[src/rtl/deco_pkg.sv]
// deco_pkg: shared constants and the code-to-one-hot mapping for deco_pipe.
//   CODE_W : code width (3)
//   LINE_W : one-hot width, 2**CODE_W (8)
//   CNT_W  : width of the delivered-beat statistics counter (DECO_STATS_EN builds)
//   code_to_onehot(code, en) : MSB-first one-hot word, or all zeros when en=0
package deco_pkg;

    localparam int CODE_W = 3;
    localparam int LINE_W = 2 ** CODE_W;
    localparam int CNT_W  = 16;

    // MSB-first: code 0 lights the top line, code LINE_W-1 lights bit 0.
    function automatic logic [LINE_W-1:0] code_to_onehot(input logic [CODE_W-1:0] code,
                                                         input logic              en);
        logic [LINE_W-1:0] w_msb;
        w_msb = {1'b1, {(LINE_W-1){1'b0}}};
        return en ? (w_msb >> code) : '0;
    endfunction

endpackage

[src/rtl/deco_pipe_if.sv]
// deco_pipe_if: input and output valid/ready streams of deco_pipe.
//   in_valid/in_code/in_en/in_ready : producer side (code beat in)
//   out_valid/out_onehot/out_ready  : consumer side (one-hot beat out)
// Modports: master = the environment driving beats in and taking them out,
//           slave  = the decoder block itself.
interface deco_pipe_if;
    import deco_pkg::*;

    logic              in_valid;
    logic [CODE_W-1:0] in_code;
    logic              in_en;
    logic              in_ready;
    logic              out_valid;
    logic [LINE_W-1:0] out_onehot;
    logic              out_ready;

    modport master (
        output in_valid, in_code, in_en, out_ready,
        input  in_ready, out_valid, out_onehot
    );

    modport slave (
        input  in_valid, in_code, in_en, out_ready,
        output in_ready, out_valid, out_onehot
    );
endinterface

[src/rtl/deco_fifo2.sv]
// deco_fifo2: generic 2-entry valid/ready buffer.
//   clk, rst      : clock, synchronous active-high reset
//   i_valid/i_data/o_ready : write side; o_ready depends only on registered state
//   o_valid/o_data/i_ready : read side; o_data is the oldest entry
// Empty entries are kept at zero, so o_data reads 0 whenever o_valid is low.
module deco_fifo2 #(
    parameter int W = 8
) (
    input  logic         clk,
    input  logic         rst,
    input  logic         i_valid,
    input  logic [W-1:0] i_data,
    output logic         o_ready,
    output logic         o_valid,
    output logic [W-1:0] o_data,
    input  logic         i_ready
);
    logic [1:0]   r_count;
    logic [W-1:0] r_head;
    logic [W-1:0] r_tail;
    logic         w_push;
    logic         w_pop;

    assign o_ready = !rst && (r_count != 2'd2);
    assign o_valid = (r_count != 2'd0);
    assign o_data  = r_head;
    assign w_push  = i_valid && o_ready;
    assign w_pop   = o_valid && i_ready;

    always_ff @(posedge clk) begin
        if (rst) begin
            r_count <= 2'd0;
            r_head  <= '0;
            r_tail  <= '0;
        end else begin
            case ({w_push, w_pop})
                2'b10: begin
                    if (r_count == 2'd0) r_head <= i_data;
                    else                 r_tail <= i_data;
                    r_count <= r_count + 2'd1;
                end
                2'b01: begin
                    // Tail is zero unless full, so this also clears head on the last pop.
                    r_head  <= r_tail;
                    r_tail  <= '0;
                    r_count <= r_count - 2'd1;
                end
                2'b11: begin
                    // Push+pop only happens at count 1 (push is blocked when full),
                    // so the new beat becomes the head directly.
                    r_head <= i_data;
                end
                default: ;
            endcase
        end
    end
endmodule

[src/rtl/deco_pipe.sv]
// deco_pipe: registered 3-to-8 MSB-first line decoder with a 2-entry
// valid/ready buffer between producer and consumer.
//   clk, rst  : clock, synchronous active-high reset
//   bus       : deco_pipe_if.slave (in_valid/in_code/in_en/in_ready,
//               out_valid/out_onehot/out_ready)
//   dec_count : enabled (nonzero) beats delivered, saturating; only when the
//               DECO_STATS_EN macro is defined
module deco_pipe
    import deco_pkg::*;
(
    input  logic            clk,
    input  logic            rst,
    deco_pipe_if.slave      bus
`ifdef DECO_STATS_EN
    ,
    output logic [CNT_W-1:0] dec_count
`endif
);
    logic [LINE_W-1:0] w_wdata;

    // Decode at push time so the buffer stores ready-to-use words.
    assign w_wdata = code_to_onehot(bus.in_code, bus.in_en);

    deco_fifo2 #(.W(LINE_W)) u_fifo (
        .clk     (clk),
        .rst     (rst),
        .i_valid (bus.in_valid),
        .i_data  (w_wdata),
        .o_ready (bus.in_ready),
        .o_valid (bus.out_valid),
        .o_data  (bus.out_onehot),
        .i_ready (bus.out_ready)
    );

`ifdef DECO_STATS_EN
    logic             w_pop;
    logic [CNT_W-1:0] r_dec_count;

    assign w_pop     = bus.out_valid && bus.out_ready;
    assign dec_count = r_dec_count;

    always_ff @(posedge clk) begin
        if (rst) begin
            r_dec_count <= '0;
        end else if (w_pop && (|bus.out_onehot) && (r_dec_count != {CNT_W{1'b1}})) begin
            r_dec_count <= r_dec_count + 1'b1;
        end
    end
`endif
endmodule

[src/flat_wrapper.sv]
// flat-port wrapper written by rule: the top's interface ports become plain ports
module deco_pipe_flat import deco_pkg::*;
  (clk, rst, bus_in_valid, bus_in_code, bus_in_en, bus_out_ready, bus_in_ready, bus_out_valid, bus_out_onehot);
  deco_pipe_if bus_i ();
  input  logic clk;
  input  logic rst;
  input wire logic [$bits(bus_i.in_valid)-1:0] bus_in_valid;
  input wire logic [$bits(bus_i.in_code)-1:0] bus_in_code;
  input wire logic [$bits(bus_i.in_en)-1:0] bus_in_en;
  input wire logic [$bits(bus_i.out_ready)-1:0] bus_out_ready;
  output wire logic [$bits(bus_i.in_ready)-1:0] bus_in_ready;
  output wire logic [$bits(bus_i.out_valid)-1:0] bus_out_valid;
  output wire logic [$bits(bus_i.out_onehot)-1:0] bus_out_onehot;
  assign bus_i.in_valid = bus_in_valid;
  assign bus_i.in_code = bus_in_code;
  assign bus_i.in_en = bus_in_en;
  assign bus_i.out_ready = bus_out_ready;
  assign bus_in_ready = bus_i.in_ready;
  assign bus_out_valid = bus_i.out_valid;
  assign bus_out_onehot = bus_i.out_onehot;
  deco_pipe u_core (.clk(clk), .rst(rst), .bus(bus_i));
endmodule
[config.mk]
export PLATFORM = sky130hd
export DESIGN_NAME = deco_pipe_flat
export DESIGN_NICKNAME = d
export VERILOG_FILES = /design/src/rtl/deco_pkg.sv /design/src/rtl/deco_pipe_if.sv /design/src/rtl/deco_fifo2.sv /design/src/rtl/deco_pipe.sv /design/src/flat_wrapper.sv
export SDC_FILE = /design/constraint.sdc
export NUM_CORES = 1
export LEC_CHECK = 0
export CAP_MARGIN = 20
export CORE_ASPECT_RATIO = 0.7
export CORE_MARGIN = 8
export CORE_UTILIZATION = 50
export CTS_CLUSTER_SIZE = 28
export DETAILED_ROUTE_END_ITERATION = 10
export PLACE_DENSITY = 0.8
export SYNTH_ARGS = -nofsm -noshare
export SYNTH_HDL_FRONTEND = slang
export SYNTH_SLANG_ARGS = --single-unit
[constraint.sdc]
create_clock -name clk -period 2 [get_ports clk]
set_input_delay 0.2 -clock clk [delete_from_list [all_inputs] [get_ports clk]]
set_output_delay 0.2 -clock clk [all_outputs]
set_load 0.02 [all_outputs]
==> flow_summary.yaml <==
cts:
  clock_latency_ns: 0.29
  root_buffer: "clkbuf_4"
  cts.sinks: 18
  cts_tree: "built"
  post_cts_buffers: 0
  h-tree-depth: 1
  cts.clk_slew.worst_paths_ns: 0.11
  postCtsHoldBufs: 0
  clock_path_buffers: 2
  numCtsBuffers: 3
global_route:
  antenna_found_initial: 0
  grt-ovfl-total: 0
  grt_start_max_net_pins: 20
  grt_pass1_vias: 759
  grt_pass1_wl_um: 3650
  grt.total_usage_pct: 13.42
drt:
  wl_um: 2278
  avgRoutedWirePerCell_um: 15.50
  vias_per_cell: 5.871
  drt_iter0_drc: 78
  drc: 0
  vias: 863
  ant_nets: 0
  drtPass1Iterations: 5
sta:
  fin_ws_ns: 0.1454
  grt_setup_unrepaired: "false"
  max_freq_ghz: 0.5392
  slew_viol_final: 0
  finalCritPeriodShare_pct: 92.73
  setup_violations: 0
  fin_tns_setup_ns: 0
  final_hold_viol_count: 0
  fin_skew_ns: 0.005875
  slew_headroom_pct: 70.24
  post-route-min-period_ns: 1.855
  worst_pin_slew_ns: 0.4455
worst_setup_path:
  crit_buf_inv: 2
  crit_slowest_cell: "clkdlybuf4s50_1"
  cp_data_arrival_time_ns: 1.65
  cp-end-kind: "primary output"
  path_delay_family: "buffers and inverters"
  crit_path_start_kind: "register"
  r2r_cells: 8
  rrSetupSlack_ns: 0.23
  r2r-end: "u_core.u_fifo.o_data[6]"
  worstSetupPathType: "register to primary output"
  slowest_delay_ns: 0.54
  critPathMaxFanout: 6
  r2r_start: "u_core.u_fifo.r_count[0]"
  cp_cell_sequence: "buf_4 > or2_2 > clkdlybuf4s50_1"
  cp_data_required_time_ns: 1.80
die:
  start_util_pct: 51.99
  die_w_um: 68.02
  io_pins: 18
  die_area_mm2: 0.003565
  core.rowCount: 13
  placeableCoreArea_mm2: 0.001822
  die_h_um: 52.42
power:
  switching_power_mw: 0.5128
  p_int_mw: 0.8680
  clockPowerShare_pct: 16.3
  finalPower_mw: 1.381
  p_sw_share_pct: 37.14
  peakVddDrop_mv: 0.7199
  comb_power_share_pct: 48.8
  p_leak_nw: 0.4028
  seq_power_share_pct: 34.9
  p_per_area_mw_per_mm2: 1156
run:
  drv_cap: 0
worst_hold_path:
  whs_endpoint: "u_core.u_fifo.r_tail[7]"
  min_path_cells: 2
  hold_path_class: "register to register"
  holdCritStartpoint: "u_core.u_fifo.r_tail[7]"
final_layout:
  fillers: 160
  drive_above_1_share_pct: 16.00
  final_util_pct: 65.59
  finalNetCount: 136
  area_growth_syn_to_layout_pct: 26.16
  final_cell_mix: "clkdlybuf4s50_1, dfxtp_1, o21ai_0, a21oi_1"
  n_antenna_cell: 0
logic_synthesis:
  ys_seq_elements: 18
  synth.avg_cell_area_um2: 9.107
  synth_edf_count: 0
  yosys.area.top_type_share_pct: 38.04
  synth_area_leaders: "dfxtp_1, nand4b_1, a211oi_1, a22oi_1, a21oi_1"
  synthCells: 104
  ys.flop_type: "dfxtp_1"
  yosys_warnings: 0
  synthDistinctLibCells: 27
  async_flop_share_pct: 0
  postSynthNetCount: 114
  yosysTopAreaCell: "dfxtp_1"
  ys_seq_area_share_pct: 38.04
  syn-cell-area_um2: 947.2
placement:
  io_buffers: 17
  dp_slack_ns: -0.1218
  place.detailed.hpwl_um: 1703
  place_congestion: 0.8040
status:
  status: "finished clean"
==> repair_timing <==
action                     4_1_cts  5_1_grt
setup endpoints to repair        4        5
cloned                           0        0
gates resized for setup          1        2
==> routing by layer <==
layer / GRT usage [%] / vias up / wire [um] / part of all wire [%]
li1: - / 436 / - / -
met1: 18.58 / 392 / 1042 / 46
met2: 19.44 / 33 / 977 / 43
met3: 4.487 / 2 / 244 / 11
met4: 3.051 / 0 / 13 / 0.57
met5: 0 / - / 0 / 0
==> registers in the layout, summed over array words and instances (netlist names) <==
register,cells
u_core.u_fifo.r_tail,8
u_core.u_fifo.o_data,8
u_core.u_fifo.r_count,2
==> synthesized netlist by cell type (2+ instances only) <==
| cell | n |
|---|---|
| clkbuf_1 | 2 |
| ha_1 | 2 |
| and2_1 | 3 |
| nand4b_1 | 8 |
| dfxtp_1 | 18 |
| buf_6 | 3 |
| nor2b_1 | 3 |
| inv_1 | 2 |
| a22oi_1 | 7 |
| nor2_1 | 3 |
| a21oi_1 | 10 |
| nor3_1 | 8 |
| buf_4 | 2 |
| o21ai_0 | 9 |
| a211oi_1 | 7 |
| nand2_1 | 3 |
| o21a_1 | 2 |
| nor3b_1 | 3 |
==> worst max-delay path by stage <==
| stage | startpoint | to | slack [ns] | cells after the start |
|---|---|---|---|---|
| floorplan | u_core.u_fifo.r_count[0] | u_core.u_fifo.o_data[7] | 0.1 | 9 |
| global placement | rst | u_core.u_fifo.r_tail[4] | -0.06 | 7 |
| detailed placement | rst | u_core.u_fifo.r_tail[4] | -0.12 | 7 |
| CTS | u_core.u_fifo.r_count[0] | u_core.u_fifo.o_data[5] | 0.1 | 7 |
| global route | u_core.u_fifo.r_count[0] | u_core.u_fifo.o_data[4] | 0.06 | 8 |
| finish | u_core.u_fifo.r_count[1] | bus_out_valid | 0.15 | 3 |
==> power by group through the flow <==
stage	Clock [mW]	Combinational [mW]	Sequential, mW
after floorplan	0	0.380	0.548
after global placement	0	0.655	0.485
after detailed placement	0	0.667	0.491
after CTS	0.228	0.673	0.482
after global routing	0.250	0.731	0.493
final	0.225	0.673	0.483
==> area by class of cell <==
type	instances	area (um^2)	area share (%)
Clock buffer	4	36.28	3.037
Multi-Input combinational cell	76	531.8	44.50
Timing Repair Buffer	25	230.2	19.27
Inverter	2	7.507	0.6283
Tap cell	22	27.53	2.304
Sequential cell	18	361.6	30.26
==> logic make-up (layout without fill, tap and decap cells) <==
| logic type | after synthesis | count (layout) | synth area share, % |
|---|---|---|---|
| AOI/OAI and AO/OA | 36 | 36 | 24.31 |
| and+or+nand+nor | 36 | 36 | 25.89 |
| DFF | 18 | 18 | 38.05 |
| buffers and inverters | 10 | 31 | 7.265 |
| adders and majority gates | 2 | 2 | 2.642 |
| xor gates and xnor gates | 2 | 2 | 1.850 |
==> worst register-to-register path, delay by kind of cell, from the launching register on <==
| family | cells | cell delay (ns) |
|---|---|---|
| fa+ha+maj | 1 | 0.26 |
| compound gates | 3 | 0.50 |
| simple gates | 1 | 0.08 |
| buf+inv | 3 | 0.41 |
| flops | 1 | 0.39 |
==> through the flow <==
step | hold slack (ns) | std cells | cell area (um^2)
2_1_floorplan | 0.4185 | 104 | 950.9
3_3_place_gp | 0.4673 | 143 | 1147
3_5_place_dp | 0.4770 | 143 | 1147
4_1_cts | 0.4923 | 147 | 1189
5_1_grt | 0.5218 | 147 | 1195
6_report | 0.5104 | 147 | 1195
Note: power is estimated with default switching activity, not from simulation.
